**src/rtl/booth_pkg.sv**
```systemverilog
// Radix-4 Booth action-code definitions shared by the upstream encoder and booth_pp_accum.
package booth_pkg;

  localparam int unsigned BOOTH_W = 16;

  // Action-code bit positions: {ONE, TWO, NEG}
  localparam int unsigned ACT_ONE = 2;
  localparam int unsigned ACT_TWO = 1;
  localparam int unsigned ACT_NEG = 0;

  typedef logic [2:0] act_t;

  localparam act_t ACT_ZERO = 3'b000;
  localparam act_t ACT_P1   = 3'b100;
  localparam act_t ACT_P2   = 3'b010;
  localparam act_t ACT_M1   = 3'b101;
  localparam act_t ACT_M2   = 3'b011;

  typedef enum logic [1:0] {
    ST_IDLE = 2'd0,
    ST_RUN  = 2'd1,
    ST_DONE = 2'd2
  } state_t;

endpackage

```
**src/rtl/booth_pp_accum_if.sv**
```systemverilog
// Handshake bundle for booth_pp_accum; acc_in is present only when BOOTH_ACCUM_IN_EN is defined.
interface booth_pp_accum_if
  import booth_pkg::*;
#(
  parameter int unsigned W = BOOTH_W
);

  logic                  start;
  logic signed [W-1:0]   mcand;
  logic                  act_valid;
  act_t                  act;
  logic                  act_ready;
  logic                  prod_valid;
  logic signed [2*W-1:0] prod;
  logic                  prod_ready;
  logic                  busy;
  logic                  err;
`ifdef BOOTH_ACCUM_IN_EN
  logic signed [2*W-1:0] acc_in;

  modport master (
    output start, mcand, act_valid, act, prod_ready, acc_in,
    input  act_ready, prod_valid, prod, busy, err
  );

  modport slave (
    input  start, mcand, act_valid, act, prod_ready, acc_in,
    output act_ready, prod_valid, prod, busy, err
  );
`else
  modport master (
    output start, mcand, act_valid, act, prod_ready,
    input  act_ready, prod_valid, prod, busy, err
  );

  modport slave (
    input  start, mcand, act_valid, act, prod_ready,
    output act_ready, prod_valid, prod, busy, err
  );
`endif

endinterface

```
**src/rtl/booth_pp_gen.sv**
```systemverilog
// Combinational decode of one Booth action code into a (W+2)-bit signed partial product.
module booth_pp_gen
  import booth_pkg::*;
#(
  parameter int unsigned W = BOOTH_W
) (
  input  logic signed [W-1:0] mcand,
  input  act_t                act,
  output logic signed [W+1:0] pp,
  output logic                illegal
);

  logic signed [W+1:0] m_s;
  logic signed [W+1:0] m2_s;
  logic signed [W+1:0] mag_s;

  // Select magnitude, then negate; two guard bits keep -2 * (-2^(W-1)) exact.
  always_comb begin
    m_s     = {{2{mcand[W-1]}}, mcand};
    m2_s    = m_s <<< 1;
    mag_s   = '0;
    illegal = 1'b0;
    case (act)
      ACT_ZERO:       mag_s = '0;
      ACT_P1, ACT_M1: mag_s = m_s;
      ACT_P2, ACT_M2: mag_s = m2_s;
      default: begin
        mag_s   = '0;
        illegal = 1'b1;
      end
    endcase
    if (act[ACT_NEG] && !illegal) begin
      pp = -mag_s;
    end else begin
      pp = mag_s;
    end
  end

endmodule

```
**src/rtl/booth_pp_accum.sv**
```systemverilog
// Radix-4 Booth partial-product accumulator: one action code per digit, LSB digit first.
// Build macro BOOTH_ACCUM_IN_EN seeds the accumulator from acc_in on an accepted start.
module booth_pp_accum
  import booth_pkg::*;
#(
  parameter int unsigned W = BOOTH_W
) (
  input logic             clk,
  input logic             rst_n,
  booth_pp_accum_if.slave bus
);

  localparam int unsigned D     = W / 2;
  localparam int unsigned CNT_W = (D > 1) ? $clog2(D) : 1;
  localparam logic [CNT_W-1:0] CNT_LAST = CNT_W'(D - 1);
  localparam logic [CNT_W-1:0] CNT_ONE  = CNT_W'(1);

  state_t                state_r;
  state_t                state_s;
  logic signed [W-1:0]   mcand_r;
  logic signed [2*W-1:0] acc_r;
  logic signed [2*W-1:0] acc_init_s;
  logic signed [2*W-1:0] pp_ext_s;
  logic signed [2*W-1:0] pp_shift_s;
  logic signed [W+1:0]   pp_s;
  logic [CNT_W-1:0]      cnt_r;
  logic                  err_r;
  logic                  act_ready_r;
  logic                  prod_valid_r;
  logic                  busy_r;
  logic                  accept_s;
  logic                  last_s;
  logic                  illegal_s;

  booth_pp_gen #(.W(W)) u_pp_gen (
    .mcand   (mcand_r),
    .act     (bus.act),
    .pp      (pp_s),
    .illegal (illegal_s)
  );

`ifdef BOOTH_ACCUM_IN_EN
  assign acc_init_s = bus.acc_in;
`else
  assign acc_init_s = '0;
`endif

  assign last_s     = (cnt_r == CNT_LAST);
  assign pp_ext_s   = {{(W-2){pp_s[W+1]}}, pp_s};
  assign pp_shift_s = pp_ext_s << {cnt_r, 1'b0};

  assign bus.act_ready  = act_ready_r;
  assign bus.prod_valid = prod_valid_r;
  assign bus.prod       = acc_r;
  assign bus.busy       = busy_r;
  assign bus.err        = err_r;

  // Next-state decode; a code is consumed only while running.
  always_comb begin
    state_s  = state_r;
    accept_s = 1'b0;
    case (state_r)
      ST_IDLE: begin
        if (bus.start) begin
          state_s = ST_RUN;
        end else begin
          state_s = ST_IDLE;
        end
      end
      ST_RUN: begin
        accept_s = bus.act_valid;
        if (bus.act_valid && last_s) begin
          state_s = ST_DONE;
        end else begin
          state_s = ST_RUN;
        end
      end
      ST_DONE: begin
        if (bus.prod_ready) begin
          state_s = ST_IDLE;
        end else begin
          state_s = ST_DONE;
        end
      end
      default: state_s = ST_IDLE;
    endcase
  end

  // State register; handshake flags are decoded from the next state so they leave flops.
  always_ff @(posedge clk or negedge rst_n) begin
    if (!rst_n) begin
      state_r      <= ST_IDLE;
      act_ready_r  <= 1'b0;
      prod_valid_r <= 1'b0;
      busy_r       <= 1'b0;
    end else begin
      state_r      <= state_s;
      act_ready_r  <= (state_s == ST_RUN);
      prod_valid_r <= (state_s == ST_DONE);
      busy_r       <= (state_s != ST_IDLE);
    end
  end

  // Operand capture on start and per-digit accumulation at weight 4^cnt.
  always_ff @(posedge clk or negedge rst_n) begin
    if (!rst_n) begin
      mcand_r <= '0;
      acc_r   <= '0;
      cnt_r   <= '0;
      err_r   <= 1'b0;
    end else begin
      case (state_r)
        ST_IDLE: begin
          if (bus.start) begin
            mcand_r <= bus.mcand;
            acc_r   <= acc_init_s;
            cnt_r   <= '0;
            err_r   <= 1'b0;
          end
        end
        ST_RUN: begin
          if (accept_s) begin
            acc_r <= acc_r + pp_shift_s;
            cnt_r <= cnt_r + CNT_ONE;
            if (illegal_s) begin
              err_r <= 1'b1;
            end
          end
        end
        default: begin
        end
      endcase
    end
  end

endmodule

```
**src/flat_wrapper.sv**
```systemverilog
// flat-port wrapper written by rule: the top's interface ports become plain ports
module booth_pp_accum_flat import booth_pkg::*;
#(
  parameter int unsigned W = BOOTH_W
)
  (clk, rst_n, bus_start, bus_mcand, bus_act_valid, bus_act, bus_prod_ready, bus_act_ready, bus_prod_valid, bus_prod, bus_busy, bus_err);
  booth_pp_accum_if #(.W(W)) bus_i ();
  input logic clk;
  input logic rst_n;
  input wire logic [$bits(bus_i.start)-1:0] bus_start;
  input wire logic [$bits(bus_i.mcand)-1:0] bus_mcand;
  input wire logic [$bits(bus_i.act_valid)-1:0] bus_act_valid;
  input wire logic [$bits(bus_i.act)-1:0] bus_act;
  input wire logic [$bits(bus_i.prod_ready)-1:0] bus_prod_ready;
  output wire logic [$bits(bus_i.act_ready)-1:0] bus_act_ready;
  output wire logic [$bits(bus_i.prod_valid)-1:0] bus_prod_valid;
  output wire logic [$bits(bus_i.prod)-1:0] bus_prod;
  output wire logic [$bits(bus_i.busy)-1:0] bus_busy;
  output wire logic [$bits(bus_i.err)-1:0] bus_err;
  assign bus_i.start = bus_start;
  assign bus_i.mcand = bus_mcand;
  assign bus_i.act_valid = bus_act_valid;
  assign bus_i.act = bus_act;
  assign bus_i.prod_ready = bus_prod_ready;
  assign bus_act_ready = bus_i.act_ready;
  assign bus_prod_valid = bus_i.prod_valid;
  assign bus_prod = bus_i.prod;
  assign bus_busy = bus_i.busy;
  assign bus_err = bus_i.err;
  booth_pp_accum #(.W(W)) u_core (.clk(clk), .rst_n(rst_n), .bus(bus_i));
endmodule
```
**config.mk**
```make
export PLATFORM = sky130hd
export DESIGN_NAME = booth_pp_accum_flat
export DESIGN_NICKNAME = d
export VERILOG_FILES = /design/src/rtl/booth_pkg.sv /design/src/rtl/booth_pp_accum_if.sv /design/src/rtl/booth_pp_gen.sv /design/src/rtl/booth_pp_accum.sv /design/src/flat_wrapper.sv
export SDC_FILE = /design/constraint.sdc
export NUM_CORES = 1
export LEC_CHECK = 0
export BUFFER_PORTS_ARGS = -buffer_cell sky130_fd_sc_hd__buf_4
export CORE_ASPECT_RATIO = 1.25
export CORE_MARGIN = 2
export CORE_UTILIZATION = 45
export CTS_BUF_LIST = sky130_fd_sc_hd__clkbuf_8
export CTS_CLUSTER_DIAMETER = 120
export CTS_CLUSTER_SIZE = 25
export DETAILED_ROUTE_END_ITERATION = 12
export GPL_TIMING_DRIVEN = 0
export HOLD_SLACK_MARGIN = 0.03
export PLACE_DENSITY = 0.66
export SLEW_MARGIN = 20
export SYNTH_ARGS = -nofsm -noshare
export SYNTH_HDL_FRONTEND = slang
export SYNTH_HIERARCHICAL = 1
export SYNTH_SLANG_ARGS = --single-unit
```
**constraint.sdc**
```tcl
create_clock -name clk -period 4.6 [get_ports clk]
set_input_delay 0.92 -clock clk [delete_from_list [all_inputs] [get_ports clk]]
set_output_delay 0.92 -clock clk [all_outputs]
set_load 0.005 [all_outputs]
```
==> reports/metrics.csv, run 1 <==
metric;value;unit
Reg2Reg Setup Slack;-0.28;ns
Setup Total Neg Slack;-5.164;ns
Clock Sink Count;57;
register area share after synthesis;27.62;%
die width;99.83;um
clock tree buffer depth;2;
worst r2r src;u_core/mcand_r[5];
row count;43;
Worst R2R End;u_core/bus.prod[30];
CP top delay family;compound AO/OA/AOI/OAI gates;
DR DRC count;0;
status;finished, violations left;
fin nets;801;
Routed WL;15410;um
setup slack after layout;-0.4742;ns
Setup-failing EPs final;18;
die area;12360;um2
Reg clk slew, reported paths;0.07;ns
slowest cell on the critical path;a221o_2;
Cells after Synth;632;
DR vias;5259;
worst hold stages;1;
Final ANT Viol Nets;0;
reg2reg path depth;20;
Worst EP arrival;5.30;ns
Worst setup SP type;input port;
syn avg cell area;8.172;um2
number of top-level pins;60;
Core ar.;11140;um2
most common flop cell mapped by yosys;dfrtp_1;
largest net degree at the start of global routing;58;
Tot GR Track Use;24.79;%
grt ovf;0;
Crit Path Max Fanout;5;
total CTS buffers;9;
fmax;0.1971;GHz
die span in y;123.8;um
clock latency on the worst-skew pair;0.35;ns
initial antenna violation count;0;
fillers;957;
Via density;5.976;
CP Capture Type;flop;
WP data required;4.82;ns
first-pass GRT wire length;24360;um
final hold violations;0;
RSZ-0062 raised after global routing;yes;
HP Class;flop to flop;
crit path buf inv count;4;
Max Slew Vio Count;0;
layout cells sized above 1;30.07;%
dpl hpwl;10570;um
Post-Syn Area;5165;um2
number of synthesized flops with an enable pin;0;
H-Tree Depth;3;
fin crit period;5.074;ns
Synth cell types;61;
Final Skew;0.009403;ns
synthesized flop and latch total;57;
Max Cap Violations;0;
critical path class;input port to flop;
cts hold-fix bufs;0;
Clk Tree Root Cell;clkbuf_8;
FFs w/ async S/R, synth;100.0;%
most frequent cells in the layout;buf_4 (92), nand2_1 (82), dfrtp_1 (57);
placed cell area;5823;um2
Cells after DPL;826;
post-route cell area;6750;um2
Pre-Repair DR Iteration Count;5;
Buffers on Ports;59;
post-layout util;60.61;%
fin crit share;110.3;%
Max stage delay on crit path;0.41;ns
Hold Path Sink;u_core/mcand_r[6];
CTS tree;yes;
Finished Layout Cells;880;
gpl congestion;0.9065;
Initial Util;46.38;%
Layout area overhead;30.69;%
commonest non-fill, non-tap cell in the layout;buf_4;
vias in the first global route;5193;
syn_nets;691;
wire per inst;17.52;um
relative slew slack;44.87;%
diodes inserted;0;
YS warnings;6;
1st-iter DRT viols;346;
hold_sp;u_core/mcand_r[6];
actual slew at the worst max-slew pin;0.8239;ns
failing checks;negative setup slack;
==> synth_stat cells, types with 6 or more instances <==
cell      instances  area [um2]
nand2_1          83       311.6
dfrtp_1          57        1426
o21ai_0          54       270.3
nor2_1           38       142.6
clkbuf_1         34       127.6
ha_1             34       425.4
a21oi_1          33       165.2
xnor2_1          24       210.2
xor2_1           22       192.7
mux2_2           20       225.2
inv_1            19       71.32
a21o_1           18       135.1
mux2i_1          18       180.2
nor3_1           18       90.09
o22ai_1          16       100.1
a31oi_1          10       62.56
a211oi_1          9       67.56
a22o_1            9       78.83
a22oi_1           9       67.56
nand3_1           7       35.03
nand2b_1          6       37.54
nand4_1           6       37.54
nor2b_1           6       37.54
o21bai_1          6       45.04
==> stage by stage <==
stage	hold slack, ns	setup slack (ns)
2_1_floorplan	0.4788	-0.5183
3_3_place_gp	0.4860	-1.285
3_5_place_dp	0.4947	-1.365
4_1_cts	0.5103	-0.6236
5_1_grt	0.5193	-0.6852
6_report	0.5086	-0.4742
==> final cells by class <==
type | count | area [um2] | share of cell area, %
repair buffers | 104 | 833.3 | 12.34
clock buffers | 11 | 151.4 | 2.243
inverters | 19 | 71.32 | 1.057
flip-flops and latches | 57 | 1426 | 21.13
clock inverters | 3 | 11.26 | 0.1668
plain buffers | 38 | 195.2 | 2.892
well taps | 135 | 168.9 | 2.502
multi-input cells | 513 | 3892 | 57.66
==> kinds of logic (layout without fill, tap and decap cells) <==
group	count (synthesis)	count (layout)	synth area share, %
xor gates and xnor gates	46	46	7.800
and+or+nand+nor	186	186	16.47
adders and majority gates	35	35	8.624
buffers and inverters	62	175	4.893
DFF	57	57	27.62
muxes	38	38	7.849
AOI/OAI and AO/OA	208	208	26.74
==> worst reg2reg max path, stage by stage (launching register included) <==
cell      delay, ns
dfrtp_1        0.37
clkbuf_1       0.20
nor3_1         0.38
o22ai_4        0.20
nor3_2         0.40
a31oi_1        0.16
xnor2_1        0.29
inv_1          0.10
o21ai_1        0.19
o21ai_0        0.19
mux2i_1        0.21
ha_1           0.35
a211oi_2       0.32
o211ai_1       0.14
a21boi_2       0.19
a21oi_2        0.15
a21bo_4        0.26
a211oi_4       0.30
a21boi_2       0.10
xnor2_1        0.17
o21ai_1        0.07
==> sequential cells by signal, summed over array words and instances (netlist names) <==
signal                 cells
u_core/mcand_r            16
u_core/bus.prod           32
u_core/bus.prod_valid      1
u_core/state_r             2
u_core/bus.busy            1
u_core/cnt_r               3
u_core/bus.act_ready       1
u_core/bus.err             1
==> routing by layer <==
| metal | vias to the layer above | wire (um) | GRT usage [%] |
|---|---|---|---|
| met3 | 36 | 700 | 3.816 |
| met1 | 2504 | 6210 | 28.13 |
| met4 | 0 | 517 | 13.96 |
| li1 | 2517 | - | - |
| met2 | 202 | 7986 | 44.34 |
| met5 | - | 0 | 0 |
==> timing repair <==
item / CTS / global route
buffers inserted: 21 / 25
setup endpoints to repair: 22 / 22
pin swaps: 50 / 43
resized for setup: 64 / 59
cloned: 0 / 0
==> how the worst max path moves through the flow <==
| stage | endpoint | slack, ns | depth (start not counted) | startpoint |
|---|---|---|---|---|
| after detailed placement | u_core/bus.prod[25] | -1.36 | 24 | bus_act[1] |
| after floorplan | u_core/bus.prod[30] | -0.52 | 26 | bus_act[2] |
| after CTS | u_core/bus.prod[30] | -0.62 | 27 | bus_act[2] |
| final | u_core/bus.prod[30] | -0.47 | 25 | bus_act[2] |
| after global placement | u_core/bus.prod[25] | -1.28 | 24 | bus_act[1] |
| after global routing | u_core/bus.prod[30] | -0.69 | 22 | bus_act[2] |
Power of run 1 is left out: the tool's default activity adds up to more than one toggle a clock period on the data nets, which glitch-free logic cannot reach.
==> run 2: changes to the inputs <==
Settings changed: BUFFER_PORTS_ARGS -buffer_cell sky130_fd_sc_hd__buf_4 to not set, DONT_BUFFER_PORTS set to 1, PLACE_DENSITY 0.66 to 0.62, SETUP_SLACK_MARGIN set to 0.02.
==> run 2 against run 1 <==
Effect of this change:
- the flow still finishes with violations (negative setup slack)
- die area is the same
- register-to-register slack gained 0.09 ns
- sequential share of layout area grew 0.92 points
- utilization shrank 2.5 points
- fmax grew 2.7%
- sequential cell count is the same
- critical path depth grew 1
- cell count shrank 6.8%
- clock skew grew 0.0012 ns
- highest routed layer unchanged
==> reports/metrics.csv, run 2 (synthesized netlist as in run 1, its figures left out) <==
metric;value;unit;change
status;finished, violations left;;
failing checks;negative setup slack;;
actual slew at the worst max-slew pin;0.9405;ns;+0.1165 ns
Cells after DPL;767;;-7.1%
Clk Tree Root Cell;clkbuf_8;;
1st-iter DRT viols;388;;+12%
FF/Latch Area;1426;um2;unchanged
Crit Path Max Fanout;6;;+1
diodes inserted;0;;unchanged
DR DRC count;0;;unchanged
Final Skew;0.01061;ns;+0.001208 ns
row count;43;;unchanged
number of top-level pins;60;;unchanged
multi-input logic area;4035;um2;+3.7%
relative slew slack;37.07;%;-7.8 points
fin crit period;4.941;ns;-0.1337 ns
Routed WL;14950;um;-3.0%
dpl hpwl;10320;um;-2.5%
die width;99.83;um;unchanged
slowest cell on the critical path;a221o_2;;
max reg flops;32;;unchanged
WP data required;4.81;ns;about the same
CP top delay family;compound AO/OA/AOI/OAI gates;;
Max Slew Vio Count;0;;unchanged
die span in y;123.8;um;unchanged
HP Class;input port to asynchronous set/reset pin;;
Setup-failing EPs final;15;;-3
clock latency on the worst-skew pair;0.36;ns;about the same
wire per inst;18.23;um;+4.1%
setup slack after layout;-0.3405;ns;+0.1337 ns
Final ANT Viol Nets;0;;unchanged
grt ovf;0;;unchanged
Finished Layout Cells;820;;-6.8%
fin nets;739;;-7.7%
Core ar.;11140;um2;unchanged
RSZ-0062 raised after global routing;yes;;
clock tree buffer depth;2;;unchanged
Reg2Reg Setup Slack;-0.19;ns;+0.09 ns
Worst EP arrival;5.15;ns;-0.15 ns
H-Tree Depth;3;;unchanged
commonest non-fill, non-tap cell in the layout;nand2_1;;
Max stage delay on crit path;0.38;ns;-0.03 ns
CTS tree;yes;;
Reg clk slew, reported paths;0.07;ns;about the same
final hold violations;0;;unchanged
fmax;0.2024;GHz;+2.7%
crit path buf inv count;5;;+1
layout cells sized above 1;26.28;%;-3.8 points
Tot GR Track Use;23.82;%;-0.97 points
DR vias;5031;;-4.3%
Via density;6.135;;+2.7%
Pre-Repair DR Iteration Count;5;;unchanged
fillers;953;;-0.42%
critical path class;input port to flop;;
total CTS buffers;9;;unchanged
Initial Util;46.38;%;unchanged
CP Capture Type;flop;;
fin crit share;107.4;%;-2.9 points
Clock Sink Count;57;;unchanged
Levels on crit path;26;;+4.0%
largest net degree at the start of global routing;58;;unchanged
die area;12360;um2;unchanged
reg2reg path depth;20;;unchanged
Worst setup SP type;input port;;
most frequent cells in the layout;nand2_1 (77), dfrtp_1 (57), o21ai_0 (36);;
Layout area overhead;25.22;%;
pre-CTS WS;-1.177;ns;+0.1874 ns
Buffers on Ports;0;;-100%
Max Cap Violations;0;;unchanged
vias in the first global route;4893;;-5.8%
first-pass GRT wire length;23570;um;-3.2%
initial antenna violation count;0;;unchanged
gpl congestion;0.8999;;-0.73%
[run 2: changes by cell type in the layout (fill, tap and decap cells not counted), sizes merged]
cell | before | now
inv | 22 | 20
buf | 111 | 50
clkbuf | 42 | 44
bufinv | 0 | 1
[run 2: final timing paths]
check / startpoint / end
worst min register to register: u_core/mcand_r[3] / u_core/mcand_r[3]
worst max register to register: u_core/mcand_r[3] / u_core/bus.prod[30]
worst min-delay path: rst_n / u_core/bus.prod[10]
max in group asynchronous: rst_n / u_core/mcand_r[15]
worst max-delay path: bus_act[2] / u_core/bus.prod[29]
min in group clk: u_core/mcand_r[3] / u_core/mcand_r[3]
[run 2: layout make-up]
cell class                 count  area share, %
clock buffer                  14          2.979
clock inverter                 2         0.5223
buffer                        38          2.999
tap                          135          2.612
inverter                      19          1.103
timing repair buffer          42          5.340
sequential                    57          22.05
multi-input combinational    513          62.39
[run 2: repair_timing]
item,CTS,global route
setup buffers,27,16
resized for setup,62,71
hold buffers,0,0
endpoints found under the setup margin,19,22
pin swaps,47,37
[run 2: worst reg2reg max path, cell delays in order (launching register included)]
cell and delay, ns:
dfrtp_1 0.37, clkbuf_1 0.20, nor3_1 0.26, o22ai_2 0.23, nor3_4 0.33, a31oi_1 0.14
xor2_1 0.17, mux2_2 0.29, o21ai_0 0.34, a21oi_1 0.18, ha_1 0.31, clkbuf_1 0.20
a21oi_1 0.27, o211ai_1 0.13, a21boi_2 0.18, a21oi_1 0.11, a21bo_2 0.26, a211oi_4 0.32
a21boi_2 0.10, xnor2_1 0.17, o21ai_1 0.09
[run 2: per-layer routing]
layer  up-vias  GRT usage [%]  wire length [um]
met4         0          9.932               412
li1       2401              -                 -
met1      2428          27.56              6205
met3        41          4.153               612
met5         -              0                 0
met2       161          43.33              7718
[run 2: stage by stage]
step	util (%)	hold slack, ns	instance area (um2)	TNS, ns
finish	58.07	0.2461	6467	-2.843
global route	58.07	0.2359	6467	-6.344
CTS	54.32	0.2325	6050	-4.320
detailed placement	48.31	0.4954	5380	-15.21
global placement	48.31	0.4911	5380	-13.94
floorplan	-	0.4788	5211	-3.512
Power of run 2 is left out for the same reason.
